$ cat src/rtl/instr_fetch_pkg.sv
// Shared types and constants for the instruction fetch sequencer.
package instr_fetch_pkg;

  // Default widths for the fetch unit and its PC register.
  localparam int unsigned DEF_ADDR_W = 8;
  localparam int unsigned DEF_DATA_W = 16;

  // Top opcode byte that stops the sequencer.
  localparam logic [7:0] HALT_OP = 8'hFF;

  // Sequencer states.
  typedef enum logic [1:0] {
    IDLE = 2'd0,
    WAIT = 2'd1,
    LOAD = 2'd2,
    HALT = 2'd3
  } fetch_state_t;

  // True when an instruction's opcode byte is the halt opcode.
  function automatic logic is_halt_op(input logic [7:0] opcode);
    return opcode == HALT_OP;
  endfunction

endpackage

$ cat src/rtl/fetch_pc.sv
// Program counter register: async reset to RESET_PC, load has priority over increment.
module fetch_pc #(
  parameter int unsigned          ADDR_W   = 8,
  parameter logic [ADDR_W-1:0]    RESET_PC = '0
) (
  input  logic              clk,
  input  logic              rst_n,
  input  logic              load,
  input  logic [ADDR_W-1:0] load_val,
  input  logic              inc,
  output logic [ADDR_W-1:0] pc
);

  logic [ADDR_W-1:0] pc_q;

  // PC state: load beats increment; increment wraps modulo 2^ADDR_W.
  always_ff @(posedge clk or negedge rst_n) begin
    if (!rst_n) begin
      pc_q <= RESET_PC;
    end else if (load) begin
      pc_q <= load_val;
    end else if (inc) begin
      pc_q <= pc_q + ADDR_W'(1);
    end
  end

  assign pc = pc_q;

endmodule

$ cat src/rtl/instr_fetch_unit.sv
// Instruction fetch sequencer: PC, memory req/ack handshake and IR write port.
// DATA_W must be at least 9 so the opcode byte sits above at least one operand bit.
module instr_fetch_unit
  import instr_fetch_pkg::*;
#(
  parameter int unsigned       ADDR_W   = DEF_ADDR_W,
  parameter int unsigned       DATA_W   = DEF_DATA_W,
  parameter logic [ADDR_W-1:0] RESET_PC = '0
) (
  input  logic              clk,
  input  logic              rst_n,
  input  logic              fetch_req,
  input  logic              pc_load,
  input  logic [ADDR_W-1:0] pc_load_val,
  output logic [ADDR_W-1:0] im_addr,
  output logic              im_req,
  input  logic              im_ack,
  input  logic [DATA_W-1:0] im_rdata,
  output logic [DATA_W-1:0] ir_data,
  output logic              ir_wr,
  output logic              fetch_done,
  output logic              busy,
  output logic              halted,
  output logic [ADDR_W-1:0] pc
);

  fetch_state_t      state_q;
  logic              im_req_q;
  logic [DATA_W-1:0] ir_data_q;
  logic              ir_wr_q;
  logic              fetch_done_q;
  logic              busy_q;
  logic              halted_q;
  // Jump target captured while a fetch is outstanding, applied in LOAD.
  logic              pend_q;
  logic [ADDR_W-1:0] pend_val_q;

  logic              pc_ld;
  logic [ADDR_W-1:0] pc_ld_val;
  logic              pc_inc;
  logic [ADDR_W-1:0] pc_cur;
  logic              load_is_halt;

  assign load_is_halt = is_halt_op(ir_data_q[DATA_W-1 -: 8]);

  // Sequencer FSM with registered handshake and status outputs.
  always_ff @(posedge clk or negedge rst_n) begin
    if (!rst_n) begin
      state_q      <= IDLE;
      im_req_q     <= 1'b0;
      ir_data_q    <= '0;
      ir_wr_q      <= 1'b0;
      fetch_done_q <= 1'b0;
      busy_q       <= 1'b0;
      halted_q     <= 1'b0;
      pend_q       <= 1'b0;
      pend_val_q   <= '0;
    end else begin
      ir_wr_q      <= 1'b0;
      fetch_done_q <= 1'b0;
      unique case (state_q)
        IDLE: begin
          // A jump in the same cycle as a fetch request wins; the request is dropped.
          if (!pc_load && fetch_req) begin
            state_q  <= WAIT;
            im_req_q <= 1'b1;
            busy_q   <= 1'b1;
          end
        end
        WAIT: begin
          if (pc_load) begin
            pend_q     <= 1'b1;
            pend_val_q <= pc_load_val;
          end
          if (im_ack) begin
            ir_data_q    <= im_rdata;
            im_req_q     <= 1'b0;
            ir_wr_q      <= 1'b1;
            fetch_done_q <= 1'b1;
            state_q      <= LOAD;
          end
        end
        LOAD: begin
          pend_q <= 1'b0;
          busy_q <= 1'b0;
          if (load_is_halt) begin
            state_q  <= HALT;
            halted_q <= 1'b1;
          end else begin
            state_q <= IDLE;
          end
        end
        HALT: begin
          if (pc_load) begin
            state_q  <= IDLE;
            halted_q <= 1'b0;
          end
        end
      endcase
    end
  end

  // PC control: direct loads in IDLE/HALT, deferred redirect or increment in LOAD.
  always_comb begin
    pc_ld     = 1'b0;
    pc_ld_val = pc_load_val;
    pc_inc    = 1'b0;
    unique case (state_q)
      IDLE: pc_ld = pc_load;
      WAIT: pc_ld = 1'b0;
      LOAD: begin
        if (pend_q) begin
          pc_ld     = 1'b1;
          pc_ld_val = pend_val_q;
        end else begin
          pc_inc = !load_is_halt;
        end
      end
      HALT: pc_ld = pc_load;
    endcase
  end

  fetch_pc #(
    .ADDR_W   (ADDR_W),
    .RESET_PC (RESET_PC)
  ) u_fetch_pc (
    .clk      (clk),
    .rst_n    (rst_n),
    .load     (pc_ld),
    .load_val (pc_ld_val),
    .inc      (pc_inc),
    .pc       (pc_cur)
  );

  assign im_addr    = pc_cur;
  assign pc         = pc_cur;
  assign im_req     = im_req_q;
  assign ir_data    = ir_data_q;
  assign ir_wr      = ir_wr_q;
  assign fetch_done = fetch_done_q;
  assign busy       = busy_q;
  assign halted     = halted_q;

endmodule

$ cat config.mk
export PLATFORM = sky130hd
export DESIGN_NAME = instr_fetch_unit
export DESIGN_NICKNAME = d
export VERILOG_FILES = /design/src/rtl/instr_fetch_pkg.sv /design/src/rtl/fetch_pc.sv /design/src/rtl/instr_fetch_unit.sv
export SDC_FILE = /design/constraint.sdc
export NUM_CORES = 1
export LEC_CHECK = 0
export ABC_AREA = 1
export CORE_MARGIN = 4
export CORE_UTILIZATION = 46
export DETAILED_ROUTE_END_ITERATION = 8
export PLACE_DENSITY_LB_ADDON = 0.08
export SYNTH_ARGS = -nofsm -noshare
export SYNTH_HDL_FRONTEND = slang
export SYNTH_SLANG_ARGS = --single-unit
$ cat constraint.sdc
create_clock -name clk -period 2.1 [get_ports clk]
set_input_delay 0.21 -clock clk [delete_from_list [all_inputs] [get_ports clk]]
set_output_delay 0.21 -clock clk [all_outputs]
set_load 0.1 [all_outputs]
==> results of run 1 <==
per-stage QoR:
step | cell area [sq um] | worst slack (ps) | std cells | util (%)
floorplan | 2080 | 56.3 | 270 | -
global placement | 2580 | 426 | 373 | 59.4
detailed placement | 2580 | 364 | 373 | 59.4
CTS | 2680 | 355 | 381 | 61.6
global route | 2680 | 214 | 381 | 61.6
finish | 2680 | 363 | 381 | 61.6
Yosys cell counts:
cell | number | area (sq um)
o21bai_1 | 4 | 30.0
buf_4 | 10 | 75.1
a22oi_1 | 1 | 7.51
nand3_1 | 14 | 70.1
ha_1 | 6 | 75.1
a21oi_1 | 2 | 10.0
inv_1 | 22 | 82.6
clkinv_4 | 1 | 8.76
nand2_4 | 3 | 33.8
buf_12 | 1 | 20.0
or2_2 | 2 | 12.5
dfrtp_1 | 39 | 976
buf_6 | 1 | 11.3
o21ai_2 | 1 | 8.76
o21ai_0 | 15 | 75.1
o21ai_1 | 8 | 40.0
nand2_2 | 2 | 12.5
a31oi_1 | 1 | 6.26
nand2_1 | 115 | 432
clkinv_1 | 1 | 3.75
clkbuf_1 | 1 | 3.75
nand3b_2 | 1 | 11.3
nor2_1 | 17 | 63.8
buf_2 | 2 | 10.0
layout by cell type (no fill, tap or decap):
cell type and n:
or2_2 2, clkinv_4 2, nand3_1 14, o21bai_1 4, nand2_4 3, nand2_2 2, dfrtp_1 39, a31oi_1 1
clkinv_1 1, clkinvlp_4 1, o21ai_0 15, nor2_1 17, nand2_1 115, clkdlybuf4s50_1 27, a22oi_1 1, o21ai_2 1
buf_4 38, ha_1 6, nand3b_2 1, o21ai_1 8, inv_1 22, a21oi_1 2, buf_2 1, clkbuf_8 6
state kept, by name, indices dropped and copies added, names as in the netlist:
name	cells
ir_data	16
pend_q	1
busy	1
im_req	1
fetch_done	1
u_fetch_pc.pc	8
state_q	2
halted	1
pend_val_q	8
routing by layer:
metal	track usage [%]	routed length (um)
met5	0	0
met4	4.66	39
met3	5.74	310
met2	30.8	2270
met1	19.9	2010
critical path, delay by kind of cell, from the launching register on:
| family | cells | cell delay [ps] |
|---|---|---|
| simple gates | 6 | 620 |
| flops | 1 | 420 |
| fa+ha+maj | 1 | 310 |
| buf+inv | 2 | 220 |
| compound gates | 1 | 60 |
how the worst max path moves through the flow:
| stage | start | end | slack, ps | cells past startpoint |
|---|---|---|---|---|
| floorplan | u_fetch_pc.pc[0] | u_fetch_pc.pc[4] | 60 | 6 |
| global placement | state_q[0] | u_fetch_pc.pc[2] | 430 | 10 |
| detailed placement | state_q[0] | u_fetch_pc.pc[2] | 360 | 10 |
| CTS | state_q[0] | u_fetch_pc.pc[2] | 350 | 10 |
| global route | state_q[0] | u_fetch_pc.pc[2] | 210 | 10 |
| finish | state_q[0] | u_fetch_pc.pc[3] | 360 | 10 |
cell type report:
class | instances | area, sq um | area share [%]
Timing Repair Buffer | 66 | 561 | 20.9
Sequential cell | 39 | 976 | 36.4
Tap cell | 52 | 65.1 | 2.42
Clock inverter | 2 | 16.3 | 0.606
Multi-Input combinational cell | 192 | 888 | 33.1
Inverter | 24 | 95.1 | 3.54
Clock buffer | 6 | 82.6 | 3.08
cell families (layout without fill, tap and decap cells):
| kind of cell | count (synthesis) | count (layout) | share of synthesized area (%) |
|---|---|---|---|
| AO/OA/AOI/OAI | 32 | 32 | 8.54 |
| AND/OR/NAND/NOR | 154 | 154 | 30.6 |
| adder cells (fa/ha/maj) | 6 | 6 | 3.61 |
| flip-flops | 39 | 39 | 46.9 |
| buffers and inverters | 39 | 98 | 10.3 |
==> results by group, run 1 <==
Setup path
  • List of cells traversed by the critical path: inv_1, ha_1, nand2_4, nand2_4, nand2_4, clkinv_4, nand2_1, o21ai_1, nand2_1, nand2_1
  • Crit path arrival time: 1920 ps
  • Setup slack of the worst register-to-register path: 360 ps
  • Type of element launching the critical path: register
  • Crit path max-delay cell type: dfrtp_1
  • Startpoint of the lowest-slack register-to-register path: state_q[0]
  • Endpoint type of the worst setup path: register
  • Peak fanout along the critical path: 17
  • Critical path required time: between 2000 and 2500 ps
  • Largest stage delay on the critical path: 420 ps
  • Worst r2r path cells: 10
  • Type of the worst setup path: reg -> reg
  • Terminus of the critical flop-to-flop path: u_fetch_pc.pc[3]

Global routing
  • Initial antenna violation count: 0
  • Number of global-route vias before repair: 1,737
  • Total grt overflow: 0
  • Combined global-route utilization of all metal layers: between 15 and 20%
  • Largest net degree at the start of global routing: 40
  • First-pass GRT wire length: ~7400 um

CTS
  • Inserted Clock Buffers: 5
  • Worst-skew pair later-pin latency: 290 ps
  • TritonCTS clock tree: built
  • Cells resized by post-CTS repair: 0
  • Maximum clock insertion buffer count: 2
  • Count of buffers added by post-CTS timing repair for setup: 0
  • Cell at the root of the clock tree: clkbuf_8
  • H-tree levels: 2
  • Clock transition time at the flip-flop clock pins of the worst setup and hold paths: ~80 ps
  • Number of buffers inserted by hold repair at cts: 0
  • Number of sinks handled by clock tree synthesis: 39

Timing
  • Minimum hold slack: 25.9 ps
  • Count of pins over their slew limit: 0
  • Max Clock Freq: 0.576 GHz
  • Slew Limit Headroom: between 40 and 50%
  • Aggregate negative setup slack: 0 ps
  • RSZ-0062 raised after global routing: false
  • Measured slew at the worst slew-check pin: 861 ps
  • Period utilisation layout: 82.7%
  • Clock Skews: 6.42 ps
  • Final hold violations: 0
  • Time the final worst path needs with I/O delays and setup: roughly 1700 ps
  • Count of endpoints failing setup in the final report: 0

Floorplan
  • Die width: 75.2 um
  • Standard-cell rows: 24
  • Die span in y: 75.2 um
  • Core ar.: between 4000 and 5000 sq um
  • Die area: 5660 sq um
  • Top Ports: between 60 and 70
  • Initial core utilization: 47.8%

Logic synthesis
  • Post-synthesis cell type count: 24
  • Fraction of the yosys area taken by sequential cells: a little under half
  • Post-synthesis sequential element count: 39
  • Post-Synthesis Net Count: 305
  • Post-Syn Area: 2080 sq um
  • Post-Synthesis Mean Instance Area: approximately 7.7 sq um
  • Yosys warnings: 0
  • Number of instances in the synthesized netlist: 270

Worst hold path
  • Hold Crit Class: in -> async

Placed design
  • Post-DP HPWL: 3440 um
  • Port Buffers: 65
  • RD Place Congestion: 0.785

Routing
  • Average detailed-routed wire length per instance: approximately 12 um
  • Via density: ~4.8
  • Total number of vias: 1,821
  • First-pass detailed-route iteration total: 4
  • Number of remaining DRC errors: 0
  • First DRT Iteration DRCs: 94
  • Total wirelength of the detailed-routed design: 4630 um
  • Remaining antenna violation count after routing: 0

Finish
  • Number of nets in the layout: roughly 360
  • Filler cell count: 403
  • Area growth syn-to-layout: 29.1%
  • # diodes: 0
  • Ratio of cells with drive above 1 in the final layout: approximately 17%

Outcome
  • Result of the run: complete, no violations

Job
  • Number of violations of the max-capacitance limit: 0
Power of run 1 is not shown: default switching activity piles up to over one toggle a cycle in this logic, so the estimate is an artifact.
==> inputs of run 2 (changes only) <==
==> constraint.sdc (replaced) <==
create_clock -name clk -period 1.8 [get_ports clk]
set_input_delay 0.18 -clock clk [delete_from_list [all_inputs] [get_ports clk]]
set_output_delay 0.18 -clock clk [all_outputs]
set_load 0.1 [all_outputs]
==> run 2 against run 1 <==
Net effect: non-clock buffer count up 7; highest routed layer unchanged; critical endpoint is now u_fetch_pc.pc[2]; clock-buffer cell count is 1 lower; maximum frequency rose by 7.4%; routed wire length increased by 3.5%; core utilization increased by 2.1 points; sequential share of layout area fell by 1.0 points; critical path type unchanged; cell count is 1.8% higher; clock skew about the same.
==> results by group, run 2 (synthesis gave the netlist of run 1 again) <==
Global routing
  • Number of global-route vias before repair: 1,792 (was 1,737)
  • Combined global-route utilization of all metal layers: 18.1% (was 17.3%)
  • Largest net degree at the start of global routing: 40 (unchanged)
  • Total grt overflow: 0 (unchanged)
  • First-pass GRT wire length: 7910 um (was 7380 um)
  • Initial antenna violation count: 0 (unchanged)

Routing
  • Total number of vias: 1,900 (was 1,821)
  • First DRT Iteration DRCs: 69 (was 94)
  • Average detailed-routed wire length per instance: 12.4 um (was 12.2 um)
  • Via density: 4.90 (was 4.78)
  • Total wirelength of the detailed-routed design: 4790 um (was 4630 um)
  • Remaining antenna violation count after routing: 0 (unchanged)
  • Number of remaining DRC errors: 0 (unchanged)
  • First-pass detailed-route iteration total: 4 (unchanged)

Finish
  • Flip-flop count of the largest register, all copies and words added: 16 (unchanged)
  • Ratio of cells with drive above 1 in the final layout: 20.2% (was 17.3%)
  • Area growth syn-to-layout: 33.5% (was 29.1%)
  • Filler cell count: 384 (was 403)
  • Finished Layout Cells: 388 (was 381)
  • # diodes: 0 (unchanged)
  • Most common cell after layout, fill and taps aside: nand2_1 (unchanged)
  • Number of nets in the layout: 370 (was 363)
  • Top library cells by usage in the layout, fill and taps aside: nand2_1, buf_4, dfrtp_1, clkdlybuf4s50_1, inv_1 (was nand2_1, dfrtp_1, buf_4, clkdlybuf4s50_1, inv_1)

Floorplan
  • Core ar.: 4350 sq um (unchanged)
  • Die span in y: 75.2 um (unchanged)
  • Standard-cell rows: 24 (unchanged)
  • Die area: 5660 sq um (unchanged)
  • Die width: 75.2 um (unchanged)
  • Top Ports: 66 (unchanged)
  • Initial core utilization: 47.8% (unchanged)

Timing
  • Slew Limit Headroom: 66.3% (was 42.6%)
  • Measured slew at the worst slew-check pin: 502 ps (was 861 ps)
  • Final hold violations: 0 (unchanged)
  • Count of endpoints failing setup in the final report: 0 (unchanged)
  • Time the final worst path needs with I/O delays and setup: 1620 ps (was 1740 ps)
  • Period utilisation layout: 89.8% (was 82.7%)
  • Count of pins over their slew limit: 0 (unchanged)
  • Clock Skews: 6.17 ps (was 6.42 ps)
  • Aggregate negative setup slack: 0 ps (unchanged)
  • Minimum hold slack: 372 ps (was 25.9 ps)
  • RSZ-0062 raised after global routing: false (unchanged)
  • Max Clock Freq: 0.618 GHz (was 0.576 GHz)

Setup path
  • Type of the worst setup path: reg -> reg (unchanged)
  • Buffer and inverter count on the worst path: 3 (was 2)
  • Startpoint of the lowest-slack register-to-register path: state_q[1] (was state_q[0])
  • Type of element launching the critical path: register (unchanged)
  • Launch point of the critical path: state_q[1] (was state_q[0])
  • Cell family with most CP delay: simple AND/OR/NAND/NOR gates (unchanged)
  • Crit-path most repeated cell: nand2_1
  • Largest stage delay on the critical path: 400 ps (was 420 ps)
  • Endpoint type of the worst setup path: register (unchanged)
  • Stages on worst setup path: 11 (was 10)
  • Crit path arrival time: 1790 ps (was 1920 ps)
  • Critical path required time: 1980 ps (was 2280 ps)
  • Peak fanout along the critical path: 14 (was 17)
  • Crit path max-delay cell type: dfrtp_1 (unchanged)
  • Worst r2r path cells: 11 (was 10)
  • List of cells traversed by the critical path: inv_1, ha_1, inv_1, nand2_1, nand2_4, nand2_4, clkinv_4, nand2_1, nand2_1, nand2_1, o21ai_0 (was inv_1, ha_1, nand2_4, nand2_4, nand2_4, clkinv_4, nand2_1, o21ai_1, nand2_1, nand2_1)

CTS
  • Number of sinks handled by clock tree synthesis: 39 (unchanged)
  • TritonCTS clock tree: built (unchanged)
  • H-tree levels: 2 (unchanged)
  • Inserted Clock Buffers: 5 (unchanged)
  • Cell at the root of the clock tree: clkbuf_8 (unchanged)
  • Clock transition time at the flip-flop clock pins of the worst setup and hold paths: 80 ps (about the same)
  • Maximum clock insertion buffer count: 2 (unchanged)
  • Worst-skew pair later-pin latency: 290 ps (about the same)

Outcome
  • Result of the run: complete, no violations (unchanged)

Job
  • Number of violations of the max-capacitance limit: 0 (unchanged)

Worst hold path
  • Hold Crit Class: in -> async (unchanged)

Placed design
  • Post-DP HPWL: 3610 um (was 3440 um)
  • Port Buffers: 65 (unchanged)
  • RD Place Congestion: 0.814 (was 0.785)
  • Total placed cells including tap cells: 376 (was 373)
## run 2: area by class of cell
cell class | count | area (sq um) | area share, %
Clock buffer | 5 | 68.8 | 2.48
Sequential cell | 39 | 981 | 35.3
Multi-Input combinational cell | 192 | 891 | 32.1
Timing Repair Buffer | 73 | 628 | 22.6
Inverter | 24 | 95.1 | 3.42
Clock inverter | 3 | 47.5 | 1.71
Tap cell | 52 | 65.1 | 2.34
## run 2: layer usage
layer	GRT usage (%)	vias up	wire length, um
met4	5.83	0	64
met1	22.8	866	2030
met3	4.54	8	325
li1	-	964	-
met5	0	-	0
met2	30.7	62	2370
## run 2: final timing paths
path,endpoint,slack (ps)
setup / recovery,u_fetch_pc.pc[2],180
setup reg to reg,u_fetch_pc.pc[2],180
min in group clk,ir_data[1],420
max in group asynchronous,u_fetch_pc.pc[0],1220
hold / removal,fetch_done,370
hold reg to reg,ir_data[1],490
## run 2: stage by stage
step | util [%] | setup slack [ps] | instance area (sq um)
6_report | 63.8 | 183 | 2780
2_1_floorplan | - | 17.9 | 2080
3_3_place_gp | 60.3 | 185 | 2630
4_1_cts | 63.2 | 138 | 2750
3_5_place_dp | 60.3 | 151 | 2630
5_1_grt | 63.8 | 17.6 | 2780
## run 2: timing repair
action                     in CTS  in global routing
hold endpoints to repair       39                  0
setup endpoints to repair       0                  6
resized for setup               0                  1
hold buffers                    1                  0
setup buffers                   0                  3
## run 2: tightest hold or removal path: cells and delay by family
family,cells,cell delay (ps)
buffers and inverters,3,860
Power of run 2 is left out for the same reason.
==> inputs of run 3 (changes only) <==
--- a/config.mk
+++ b/config.mk
@@ -7,7 +7,7 @@
 export LEC_CHECK = 0
 export ABC_AREA = 1
 export CORE_MARGIN = 4
-export CORE_UTILIZATION = 46
+export CORE_UTILIZATION = 45
 export DETAILED_ROUTE_END_ITERATION = 8
 export PLACE_DENSITY_LB_ADDON = 0.08
 export SYNTH_ARGS = -nofsm -noshare
==> run 3 against run 2 <==
Net effect: hold slack better by 1.0 ps; die area up 2.0%; largest cell class unchanged; maximum frequency barely moved; register-to-register slack about the same; design area decreased by 0.99%; core utilization decreased by 1.5 points; non-clock buffer count is 2 lower; routed wire length fell by 5.2%; clock skew up 2.5 ps; via count shrank 4.0%; cell count is 0.77% lower; critical path depth decreased by 1.
==> results by group, run 3 (synthesis gave the netlist of run 1 again) <==
Global routing
  • Initial antenna violation count: 0 (unchanged)
  • Combined global-route utilization of all metal layers: 16.3% (was 18.1%)
  • Largest net degree at the start of global routing: 23 (was 40)
  • Number of global-route vias before repair: 1,716 (was 1,792)
  • First-pass GRT wire length: 7810 um (was 7910 um)
  • Total grt overflow: 0 (unchanged)

Setup path
  • Peak fanout along the critical path: 4 (was 14)
  • Type of the worst setup path: reg -> reg (unchanged)
  • Endpoint type of the worst setup path: register (unchanged)
  • Worst r2r path cells: 10 (was 11)
  • Crit path arrival time: 1810 ps (was 1790 ps)
  • Launch point of the critical path: state_q[1] (unchanged)
  • Terminus of the critical flop-to-flop path: state_q[0] (was u_fetch_pc.pc[2])
  • Startpoint of the lowest-slack register-to-register path: state_q[1] (unchanged)
  • Setup slack of the worst register-to-register path: 180 ps (about the same)
  • Critical path required time: 1990 ps (was 1980 ps)
  • Type of element launching the critical path: register (unchanged)

CTS
  • TritonCTS clock tree: built (unchanged)
  • Maximum clock insertion buffer count: 2 (unchanged)
  • Worst-skew pair later-pin latency: 290 ps (about the same)
  • Inserted Clock Buffers: 5 (unchanged)
  • H-tree levels: 2 (unchanged)
  • Cell at the root of the clock tree: clkbuf_8 (unchanged)
  • Clock transition time at the flip-flop clock pins of the worst setup and hold paths: 80 ps (about the same)
  • Number of sinks handled by clock tree synthesis: 39 (unchanged)

Worst hold path
  • Hold Crit Class: in -> async (unchanged)

Timing
  • Aggregate negative setup slack: 0 ps (unchanged)
  • Clock Skews: 8.69 ps (was 6.17 ps)
  • Slew Limit Headroom: 68.0% (was 66.3%)
  • Count of endpoints failing setup in the final report: 0 (unchanged)
  • Max Clock Freq: 0.618 GHz (about the same)
  • Time the final worst path needs with I/O delays and setup: 1620 ps (about the same)
  • Count of pins over their slew limit: 0 (unchanged)
  • RSZ-0062 raised after global routing: false (unchanged)
  • Period utilisation layout: 89.9% (was 89.8%)
  • Final hold violations: 0 (unchanged)
  • Measured slew at the worst slew-check pin: 480 ps (was 502 ps)

Outcome
  • Result of the run: complete, no violations (unchanged)

Finish
  • # diodes: 0 (unchanged)
  • Number of nets in the layout: 368 (was 370)
  • Ratio of cells with drive above 1 in the final layout: 19.5% (was 20.2%)
  • Most common cell after layout, fill and taps aside: nand2_1 (unchanged)
  • Area growth syn-to-layout: 32.2% (was 33.5%)
  • Filler cell count: 409 (was 384)
  • Top library cells by usage in the layout, fill and taps aside: nand2_1, buf_4, dfrtp_1, clkdlybuf4s50_1, inv_1 (unchanged)
  • Multi-input gate area: 900 sq um (was 891 sq um)
  • Flip-flop count of the largest register, all copies and words added: 16 (unchanged)
  • Register area: 981 sq um (unchanged)

Routing
  • Number of remaining DRC errors: 0 (unchanged)
  • DR WL met2: 2330 um (was 2370 um)
  • First DRT Iteration DRCs: 56 (was 69)
  • Average detailed-routed wire length per instance: 11.8 um (was 12.4 um)
  • Top layer in use: met4 (unchanged)
  • Remaining antenna violation count after routing: 0 (unchanged)
  • Met3 wire length: 263 um (was 325 um)
  • Via density: 4.74 (was 4.90)
  • First-pass detailed-route iteration total: 4 (unchanged)
  • Total routed wire length on the met1 layer: 1900 um (was 2030 um)
  • Total number of vias: 1,824 (was 1,900)
  • Total wirelength of the detailed-routed design: 4550 um (was 4790 um)

Placed design
  • RD Place Congestion: 0.822 (was 0.814)
  • Port Buffers: 65 (unchanged)
  • Post-DP HPWL: 3540 um (was 3610 um)

Job
  • Number of violations of the max-capacitance limit: 0 (unchanged)

Floorplan
  • Die area: 5770 sq um (was 5660 sq um)
  • Initial core utilization: 47.1% (was 47.8%)
  • Standard-cell rows: 24 (unchanged)
  • Die width: 76.0 um (was 75.2 um)
  • Top Ports: 66 (unchanged)
  • Die span in y: 76.0 um (was 75.2 um)
  • Core ar.: 4410 sq um (was 4350 sq um)
-- run 3: routing by layer --
metal | up-vias | GRT usage, %
li1 | 956 | -
met3 | 6 | 4.61
met1 | 822 | 19.2
met2 | 40 | 28.7
met5 | - | 0
met4 | 0 | 4.63
-- run 3: what timing repair did --
action                                  in CTS  in global routing
buffers inserted                             0                  0
endpoints found under the setup margin       0                  2
hold buffers                                 1                  0
hold endpoints to repair                    20                  0
resized for setup                            0                  2
-- run 3: critical path, stage by stage, from the launching register on --
cell     delay, ps
dfrtp_1        400
inv_1          110
ha_1           240
inv_1          190
nor2_1          60
inv_1           70
nand2_1         50
nor2_1         170
nand2_1         90
nor2_1          90
nor2_1          50
-- run 3: how the worst max path moves through the flow --
stage | to | slack (ps)
final | state_q[0] | 180
after global routing | state_q[0] | 1
after CTS | u_fetch_pc.pc[2] | 130
after detailed placement | u_fetch_pc.pc[2] | 160
after global placement | u_fetch_pc.pc[2] | 200
after floorplan | u_fetch_pc.pc[2] | 20
-- run 3: cell type report --
type,count,share of cell area (%)
flip-flops and latches,39,35.7
multi-input cells,192,32.7
repair buffers,71,22.8
inverters,24,3.46
clock buffers,5,2.50
well taps,52,2.37
clock inverters,2,0.501
-- run 3: stage by stage --
step	hold WS, ps	setup WS [ps]	instances	cell area [sq um]	util [%]
finish	373	182	385	2750	62.3
global route	406	1.41	385	2750	62.3
CTS	397	134	385	2740	62.0
detailed placement	173	157	377	2650	59.9
global placement	171	196	377	2650	59.9
floorplan	-116	17.9	270	2080	-
Power of run 3 is left out for the same reason.
